## src/rtl/fetch_seq_pkg.sv

```systemverilog
// rtl/fetch_seq_pkg.sv - shared types and default parameters for the fetch sequencer
//
// Purpose: state enum for the fetch control FSM and the default values of the
//          fetch_sequencer parameters.
// Ports:   none (package).

package fetch_seq_pkg;

  typedef enum logic [2:0] {
    INIT  = 3'd0,
    RUN   = 3'd1,
    STALL = 3'd2,
    FLUSH = 3'd3,
    HALT  = 3'd4
  } fsState_t;

  localparam int DEF_ADDR_WIDTH   = 24;
  localparam int DEF_INIT_CYCLES  = 2;
  localparam int DEF_FLUSH_CYCLES = 1;
  localparam int DEF_CNT_WIDTH    = 32;

endpackage

```

## src/rtl/sat_counter.sv

```systemverilog
// rtl/sat_counter.sv - saturating up-counter with synchronous clear
//
// Purpose: profiling counter that sticks at all-ones instead of wrapping.
// Ports:
//   clk  in   rising-edge clock
//   rst  in   asynchronous active-high reset (q -> 0)
//   clr  in   synchronous clear, wins over inc
//   inc  in   increment request
//   q    out  counter value [width-1:0]

module sat_counter #(
  parameter int width = 32
) (
  input  logic             clk,
  input  logic             rst,
  input  logic             clr,
  input  logic             inc,
  output logic [width-1:0] q
);

  always_ff @(posedge clk or posedge rst) begin
    if (rst) begin
      q <= '0;
    end else if (clr) begin
      q <= '0;
    end else if (inc && (q != '1)) begin
      q <= q + 1'b1;
    end
  end

endmodule

```

## src/rtl/fetch_sequencer.sv

```systemverilog
// rtl/fetch_sequencer.sv - instruction-fetch control FSM with profiling counters
//
// Purpose: drives PC-update / fetch-buffer reset and enable strobes, holds them
//          in reset for a start-up window, sequences branch redirects as a timed
//          flush, freezes on stall/halt and counts fetch, stall and flush events.
// Ports:
//   clk, rst                 clock, asynchronous active-high reset
//   stallReq                 downstream hazard, freeze fetch
//   branchTaken/Target       taken-branch pulse and its target address
//   haltReq, resume          enter / leave HALT
//   counterClear             synchronous clear of all counters
//   pcRst, bufRst            resets to PC register and fetch buffer
//   pcEn, bufEn              enables to PC register and fetch buffer
//   branchFlag, branchAddr   PC loads branchAddr this cycle; latched target
//   halted                   high while in HALT
//   fetchCount, stallCount, flushCount   saturating performance counters

module fetch_sequencer
  import fetch_seq_pkg::*;
#(
  parameter int ADDR_WIDTH   = DEF_ADDR_WIDTH,
  parameter int INIT_CYCLES  = DEF_INIT_CYCLES,
  parameter int FLUSH_CYCLES = DEF_FLUSH_CYCLES,
  parameter int CNT_WIDTH    = DEF_CNT_WIDTH
) (
  input  logic                  clk,
  input  logic                  rst,
  input  logic                  stallReq,
  input  logic                  branchTaken,
  input  logic [ADDR_WIDTH-1:0] branchTarget,
  input  logic                  haltReq,
  input  logic                  resume,
  input  logic                  counterClear,
  output logic                  pcRst,
  output logic                  bufRst,
  output logic                  pcEn,
  output logic                  bufEn,
  output logic                  branchFlag,
  output logic [ADDR_WIDTH-1:0] branchAddr,
  output logic                  halted,
  output logic [CNT_WIDTH-1:0]  fetchCount,
  output logic [CNT_WIDTH-1:0]  stallCount,
  output logic [CNT_WIDTH-1:0]  flushCount
);

  // One phase counter serves both the INIT window and the FLUSH window;
  // it only needs to reach the larger window length minus one.
  localparam int PHASE_MAX = (INIT_CYCLES > FLUSH_CYCLES) ? INIT_CYCLES : FLUSH_CYCLES;
  localparam int PHASE_W   = (PHASE_MAX > 1) ? $clog2(PHASE_MAX) : 1;

  fsState_t           state, stateNext;
  logic [PHASE_W-1:0] phase, phaseNext;
  logic               latchBranch;
  logic               initDone, flushDone;

  assign initDone  = (phase == PHASE_W'(INIT_CYCLES - 1));
  assign flushDone = (phase == PHASE_W'(FLUSH_CYCLES - 1));

  always_ff @(posedge clk or posedge rst) begin
    if (rst) begin
      state      <= INIT;
      phase      <= '0;
      branchAddr <= '0;
    end else begin
      state <= stateNext;
      phase <= phaseNext;
      if (latchBranch) begin
        branchAddr <= branchTarget;
      end
    end
  end

  always_comb begin
    stateNext   = state;
    phaseNext   = phase;
    latchBranch = 1'b0;
    pcRst       = 1'b0;
    bufRst      = 1'b0;
    pcEn        = 1'b0;
    bufEn       = 1'b0;
    branchFlag  = 1'b0;
    halted      = 1'b0;

    case (state)
      INIT: begin
        pcRst  = 1'b1;
        bufRst = 1'b1;
        if (initDone) begin
          stateNext = RUN;
          phaseNext = '0;
        end else begin
          phaseNext = phase + 1'b1;
        end
      end

      RUN, STALL: begin
        pcEn  = (state == RUN);
        bufEn = (state == RUN);
        // Branch beats halt beats stall; a halt arriving with a branch is dropped.
        if (branchTaken) begin
          latchBranch = 1'b1;
          stateNext   = FLUSH;
          phaseNext   = '0;
        end else if (haltReq) begin
          stateNext = HALT;
        end else if (stallReq) begin
          stateNext = STALL;
        end else begin
          stateNext = RUN;
        end
      end

      FLUSH: begin
        pcEn       = 1'b1;
        bufRst     = 1'b1;
        // Phase 0 is the first cycle after any latch, so a re-latch re-pulses the flag.
        branchFlag = (phase == '0);
        if (branchTaken) begin
          latchBranch = 1'b1;
          phaseNext   = '0;
        end else if (flushDone) begin
          stateNext = RUN;
          phaseNext = '0;
        end else begin
          phaseNext = phase + 1'b1;
        end
      end

      HALT: begin
        halted = 1'b1;
        if (resume) begin
          stateNext = RUN;
        end
      end

      default: begin
        stateNext = INIT;
        phaseNext = '0;
      end
    endcase
  end

  sat_counter #(.width(CNT_WIDTH)) uFetchCnt (
    .clk (clk),
    .rst (rst),
    .clr (counterClear),
    .inc (state == RUN),
    .q   (fetchCount)
  );

  sat_counter #(.width(CNT_WIDTH)) uStallCnt (
    .clk (clk),
    .rst (rst),
    .clr (counterClear),
    .inc (state == STALL),
    .q   (stallCount)
  );

  sat_counter #(.width(CNT_WIDTH)) uFlushCnt (
    .clk (clk),
    .rst (rst),
    .clr (counterClear),
    .inc (latchBranch),
    .q   (flushCount)
  );

endmodule

```

## config.mk

```make
export PLATFORM = sky130hd
export DESIGN_NAME = fetch_sequencer
export DESIGN_NICKNAME = d
export VERILOG_FILES = /design/src/rtl/fetch_seq_pkg.sv /design/src/rtl/sat_counter.sv /design/src/rtl/fetch_sequencer.sv
export SDC_FILE = /design/constraint.sdc
export NUM_CORES = 1
export LEC_CHECK = 0
export ABC_AREA = 1
export CAP_MARGIN = 20
export CORE_ASPECT_RATIO = 0.6
export CORE_MARGIN = 5
export CORE_UTILIZATION = 38
export CTS_BUF_LIST = sky130_fd_sc_hd__clkbuf_8 sky130_fd_sc_hd__clkbuf_16
export DETAILED_ROUTE_END_ITERATION = 10
export DONT_BUFFER_PORTS = 1
export GPL_ROUTABILITY_DRIVEN = 0
export GPL_TIMING_DRIVEN = 0
export RECOVER_POWER = 25
export SETUP_SLACK_MARGIN = 0.4
export SYNTH_ARGS = -nofsm -noshare
export SYNTH_HDL_FRONTEND = slang
export SYNTH_SLANG_ARGS = --single-unit
```

## constraint.sdc

```tcl
create_clock -name clk -period 5.65 [get_ports clk]
set_clock_uncertainty 0.1 [all_clocks]
set_input_delay 0.8475 -clock clk [delete_from_list [all_inputs] [get_ports clk]]
set_output_delay 0.8475 -clock clk [all_outputs]
set_load 0.01 [all_outputs]
```

==> impl_metrics.ini, run 1 <==
[layout]
layout-area-overhead-vs-synth_pct = 11.7
nets = 1205
diodes = 0
fin_area_sq_um = 8590
layout-drive-gt1-share_pct = 6.50

[global_route]
antenna_found_initial = 0
grt_max_degree = 68
track_usage_pct = 20.8
grt_pass1_vias = 6463
grt-ovfl-total = 0
grt_pass1_wl_mm = 38.1

[worst_hold_path]
min_path_cells = 2
min_path_type = input port to flip-flop

[logic_synthesis]
synth_fp_nets = 1185
synth_top_cell_by_area = dfrtp_1
synth_cell_types = 37
synth_flop_cell = dfrtp_1
seq_area_frac_synth_pct = 40.4
syn_area_sq_um = 7690
ys_warn_count = 0
syn_avg_cell_area_sq_um = 6.68
yosysTopAreaCellShare_pct = 40.4
synth-edff-count = 0
synthArstFlopShare_pct = 100
yosys-top-cells-area = dfrtp_1, nand2_1, nand3_1, nor2_1, inv_1
syn_inst = 1151
synth-seq-cells = 124

[setup_path]
crit_arrival_ns = 1.65
crit_type = flip-flop to output pin
reg2reg_slack_ns = 3.25
worstPathRequired_ns = 4.70
cp_slowest_cell = dfrtp_1
path_cells = nor2_1, nand2_1, nor2_1
slowest_delay_ns = 0.42
startpoint_type = flip-flop
cp-end-kind = output pin
crit_fanout = 4
critPathMostFrequentCell = nor2_1
rr_worst_depth = 9

[floorplan]
die-height_microns = 120
ios = 157
dieArea_sq_um = 23300
rows = 40
die_w_microns = 194
core_area_sq_um = 20000
start_util_pct = 38.5

[place]
placedInstanceArea_sq_um = 8060
io_buffers = 0
dp_hpwl_mm = 18.4

[sta]
period_minus_slack_ns = 2.59
worst_pin_slew_ns = 2.71
relSlewSlack_pct = -81.9
finalSetupViolations = 0
whs_ns = 0.438
fmax_mhz = 386
rsz0062_at_grt = no
timing.final.crit_share_pct = 45.9
hold_viol = 0
slew_viol_final = 58

[drt]
ant_nets = 0
num_vias = 7385
vias_per_cell = 5.07
wl_per_cell_microns = 16.6
dr.pass1.iters = 7
totalWireLength_mm = 24.2
route.detailed.drc = 0
drt_iter0_drc = 739

[clocking]
cts-root-buf = clkbuf_16
htreeDepth = 4
clockBufferDepth = 2
cts_hold_buf = 0
cts_sinks = 124
cts_buffers = 17
post_cts_buffers = 0
cts_tree = yes
clock_latency_ns = 0.43
clk_pin_slew_ns = 0.06
cts-resized-gates = 0

[power]
power_uw = 2690
p_leak_uw = 0.00390
power.density_nw_per_um2 = 313
peakVddDrop_uv = 235

[run_status]
failed_checks = capacitance limit, slew limit
status = finished, violations left

[flow_run]
cap_violations = 1
==> layout make-up <==
class                           count  area [sq um]
Buffer                             27           155
Clock buffer                       19           453
Clock inverter                     13          78.8
Fill cell                        2072         11400
Inverter                           93           355
Multi-Input combinational cell    907          4070
Sequential cell                   124          3100
Tap cell                          273           342
Timing Repair Buffer                1          27.5
==> cell usage after synthesis (4+ instances only) <==
| cell type | n |
|---|---|
| o21ai_1 | 11 |
| clkbuf_1 | 14 |
| xor2_1 | 29 |
| nand2_4 | 4 |
| nand3_1 | 125 |
| nand2_2 | 7 |
| nor2_1 | 162 |
| inv_1 | 88 |
| a21oi_1 | 9 |
| o21bai_1 | 5 |
| inv_2 | 4 |
| nand4_1 | 5 |
| dfrtp_1 | 124 |
| buf_2 | 4 |
| nor2_2 | 8 |
| xnor2_1 | 12 |
| o21ai_0 | 38 |
| buf_6 | 5 |
| nand2_1 | 465 |
| nor3_1 | 4 |
==> worst paths after layout <==
kind                                                 start                          end
min in group asynchronous                              rst   branchAddr[19]$_DFFE_PP0P_
worst min register to register   branchAddr[6]$_DFFE_PP0P_    branchAddr[6]$_DFFE_PP0P_
max in group asynchronous                              rst  uFetchCnt.q[25]$_DFFE_PP0P_
worst max-delay path                  state[2]$_DFFE_PP0P_                   branchFlag
worst max register to register  uFetchCnt.q[1]$_DFFE_PP0P_  uFetchCnt.q[17]$_DFFE_PP0P_
worst min-delay path                       branchTarget[6]    branchAddr[6]$_DFFE_PP0P_
==> stage by stage <==
stage                     util, %  TNS [ns]  cells  setup WS (ns)
after detailed placement     40.4         0   1425           2.61
after global routing         43.0         0   1457           2.77
after floorplan                 -         0   1151           1.40
final                        43.0         0   1457           3.06
after CTS                    43.0         0   1457           3.00
after global placement       40.2    -20.74   1424         -0.180
==> cells by family after synthesis <==
| kind of cell | count (synthesis) | synth area share [%] |
|---|---|---|
| AO/OA/AOI/OAI | 67 | 4.62 |
| flip-flops | 124 | 40.4 |
| buffers and inverters | 120 | 6.63 |
| adder cells (fa/ha/maj) | 3 | 0.488 |
| multiplexers | 1 | 0.130 |
| AND/OR/NAND/NOR | 795 | 43.1 |
| XOR/XNOR | 41 | 4.67 |
==> report_power, final <==
part	switching, uW	internal (uW)
clock network	430	575
registers	141	997
logic	396	147
total	966	1720
==> critical path: cells and delay by family (launching register included) <==
kind	cells	cell delay, ns
AND/OR/NAND/NOR	3	0.82
flip-flops	1	0.42
==> state kept, by name, summed over array words and instances (netlist names) <==
signal,count
branchAddr,24
initDone,1
state,3
uFetchCnt.q,32
uFlushCnt.q,32
uStallCnt.q,32
==> placed cells by master (no fill, tap or decap), types with 2 or more instances in the layout <==
cell        count
nand2_1       465
nor2_1        162
nand3_1       125
dfrtp_1       124
inv_1          89
o21ai_0        38
xor2_1         29
clkbuf_16      17
clkbuf_1       14
xnor2_1        12
o21ai_1        11
a21oi_1         9
nor2_2          8
nand2_2         7
buf_6           5
o21bai_1        5
nand4_1         5
clkinvlp_4      5
clkinv_2        5
inv_2           4
buf_2           4
nor3_1          4
nand2_4         4
nor3b_1         3
buf_4           3
or2_2           3
ha_1            3
nor2_4          2
nand3b_1        2
nand3_2         2
clkbuf_8        2
==> layer usage <==
metal | vias up | global-route usage [%] | part of all wire [%]
li1 | 3647 | - | -
met1 | 3402 | 32.9 | 50
met2 | 317 | 26.1 | 37
met3 | 19 | 8.14 | 12
met4 | 0 | 3.76 | 0.84
met5 | - | 0 | 0
No activity file was read; power rests on OpenSTA's default activity.
==> inputs of run 2 (changes only) <==
- clock period: 5.65 -> 2.7 ns (I/O delays scaled with it)
==> run 2 against run 1 <==
Clock-buffer cell count is 1 lower. Final area increased by 4.4%. Global-route usage grew 0.52 points. Largest power group unchanged. Cell count rose by 1.9%. Highest routed layer unchanged. The run now ends clean. Register-to-register slack got worse by 2.7 ns.
==> impl_metrics.ini, run 2 (synthesis gave the netlist of run 1 again) <==
[run_status]
status = finished, final reports clean

[sta]
period_minus_slack_ns = 2.16
relSlewSlack_pct = 30.8
fmax_mhz = 463
setup_ws_ns = 0.538
setup_tns_ns = 0
worst_pin_slew_ns = 1.04
slew_viol_final = 0
finalSetupViolations = 0
rsz0062_at_grt = no
hold_viol = 0
timing.final.crit_share_pct = 80.1

[clocking]
cts_tree = yes
cts_buffers = 17
clockBufferDepth = 2
clock_latency_ns = 0.43
clk_pin_slew_ns = 0.06
htreeDepth = 4
cts-root-buf = clkbuf_16
cts_sinks = 124

[global_route]
antenna_found_initial = 0
grt_max_degree = 41
grt_pass1_vias = 6570
track_usage_pct = 21.3
grt_pass1_wl_mm = 39.0
grt-ovfl-total = 0

[floorplan]
die_w_microns = 194
rows = 40
die-height_microns = 120
dieArea_sq_um = 23300
ios = 157
core_area_sq_um = 20000
start_util_pct = 38.5

[setup_path]
crit_type = flip-flop to output pin
slowest_delay_ns = 0.41
crit_arrival_ns = 1.66
worstPathRequired_ns = 2.19
path_cells = nor2_1, nand2_1, nor2_1
reg2reg_slack_ns = 0.54
crit_fanout = 4
critPathMostFrequentCell = nor2_1
path_buf_inv = 0
startpoint_type = flip-flop
crit_family = simple AND/OR/NAND/NOR gates
cp-end-kind = output pin
cp_slowest_cell = dfrtp_1

[power]
power.density_nw_per_um2 = 658
p_leak_uw = 0.00403
peakVddDrop_uv = 525

[drt]
ant_nets = 0
vias_per_cell = 5.09
route.detailed.drc = 0
totalWireLength_mm = 25.0
dr.pass1.iters = 8
drt_iter0_drc = 802
num_vias = 7562
wl_per_cell_microns = 16.8

[place]
dp_hpwl_mm = 18.7
io_buffers = 0
pre_cts_slack_ns = 0.141

[layout]
largest_registers = uFetchCnt.q x32, uFlushCnt.q x32, uStallCnt.q x32
n_fill_cell = 2013
nets = 1234
mostFrequentLayoutCell = nand2_1
final_cell_mix = nand2_1, nor2_1, nand3_1
regArea_sq_um = 3110
diodes = 0
multiInputGateArea_sq_um = 4110
layout-drive-gt1-share_pct = 7.67
layout-area-overhead-vs-synth_pct = 16.7

[worst_hold_path]
min_path_type = input port to flip-flop

[flow_run]
cap_violations = 0
run 2: cell count changes in the layout (fill, tap and decap cells not counted), sizes merged:
| cell | previous run | this run |
|---|---|---|
| bufinv | 0 | 2 |
| inv | 94 | 92 |
| dlygate4sd3 | 0 | 24 |
| buf | 14 | 16 |
| clkbuf | 33 | 35 |
run 2: stage by stage:
stage	std cells	instance area [sq um]	total power, uW	hold WS, ns	util [%]
2_1_floorplan	1151	7690	3160	0.409	-
3_3_place_gp	1424	8030	3530	0.423	40.2
3_5_place_dp	1427	8090	3570	0.116	40.5
4_1_cts	1482	8920	5910	0.00277	44.7
5_1_grt	1485	8970	6210	0.00167	44.9
6_report	1485	8970	5900	0.0224	44.9
run 2: layout make-up:
type	count	share of cell area (%)
timing repair buffer	30	3.43
buffer	27	1.81
clock inverter	13	1.63
sequential	124	34.7
inverter	93	3.96
multi-input combinational	907	45.8
clock buffer	18	4.90
tap	273	3.81
run 2: worst register-to-register path, delay by kind of cell, from the launching register on:
family	cells	cell delay (ns)
buf+inv	2	0.28
simple gates	9	1.07
fa+ha+maj	1	0.23
flops	1	0.42
run 2: worst paths after layout:
check	start	depth (start not counted)	endpoint
max	state[2]$_DFFE_PP0P_	3	branchFlag
min	branchTarget[6]	2	branchAddr[6]$_DFFE_PP0P_
max reg2reg	uFlushCnt.q[1]$_DFFE_PP0P_	12	uFlushCnt.q[2]$_DFFE_PP0P_
min reg2reg	branchAddr[9]$_DFFE_PP0P_	2	branchAddr[9]$_DFFE_PP0P_
max in group asynchronous	rst	4	uFlushCnt.q[1]$_DFFE_PP0P_
min in group asynchronous	rst	2	state[2]$_DFFE_PP0P_
run 2: routing by layer:
metal / part of all wire, % / vias up / global-route usage (%)
met1: 50 / 3478 / 33.3
met3: 11 / 22 / 8.39
met4: 0.98 / 0 / 4.47
li1: - / 3707 / -
met5: 0 / - / 0
met2: 38 / 355 / 26.9
run 2: timing repair:
action / 4_1_cts / 5_1_grt
setup endpoints to repair: 33 / 69
setup buffers: 0 / 3
pin swaps: 0 / 3
hold buffers: 24 / 0
gates resized for setup: 5 / 13
endpoints found under the hold margin: 68 / 0
run 2: power breakdown:
part	switching (uW)	internal, uW	leakage (uW)
clock	932	1380	0.000270
combinational	861	345	0.00208
sequential	292	2090	0.00168
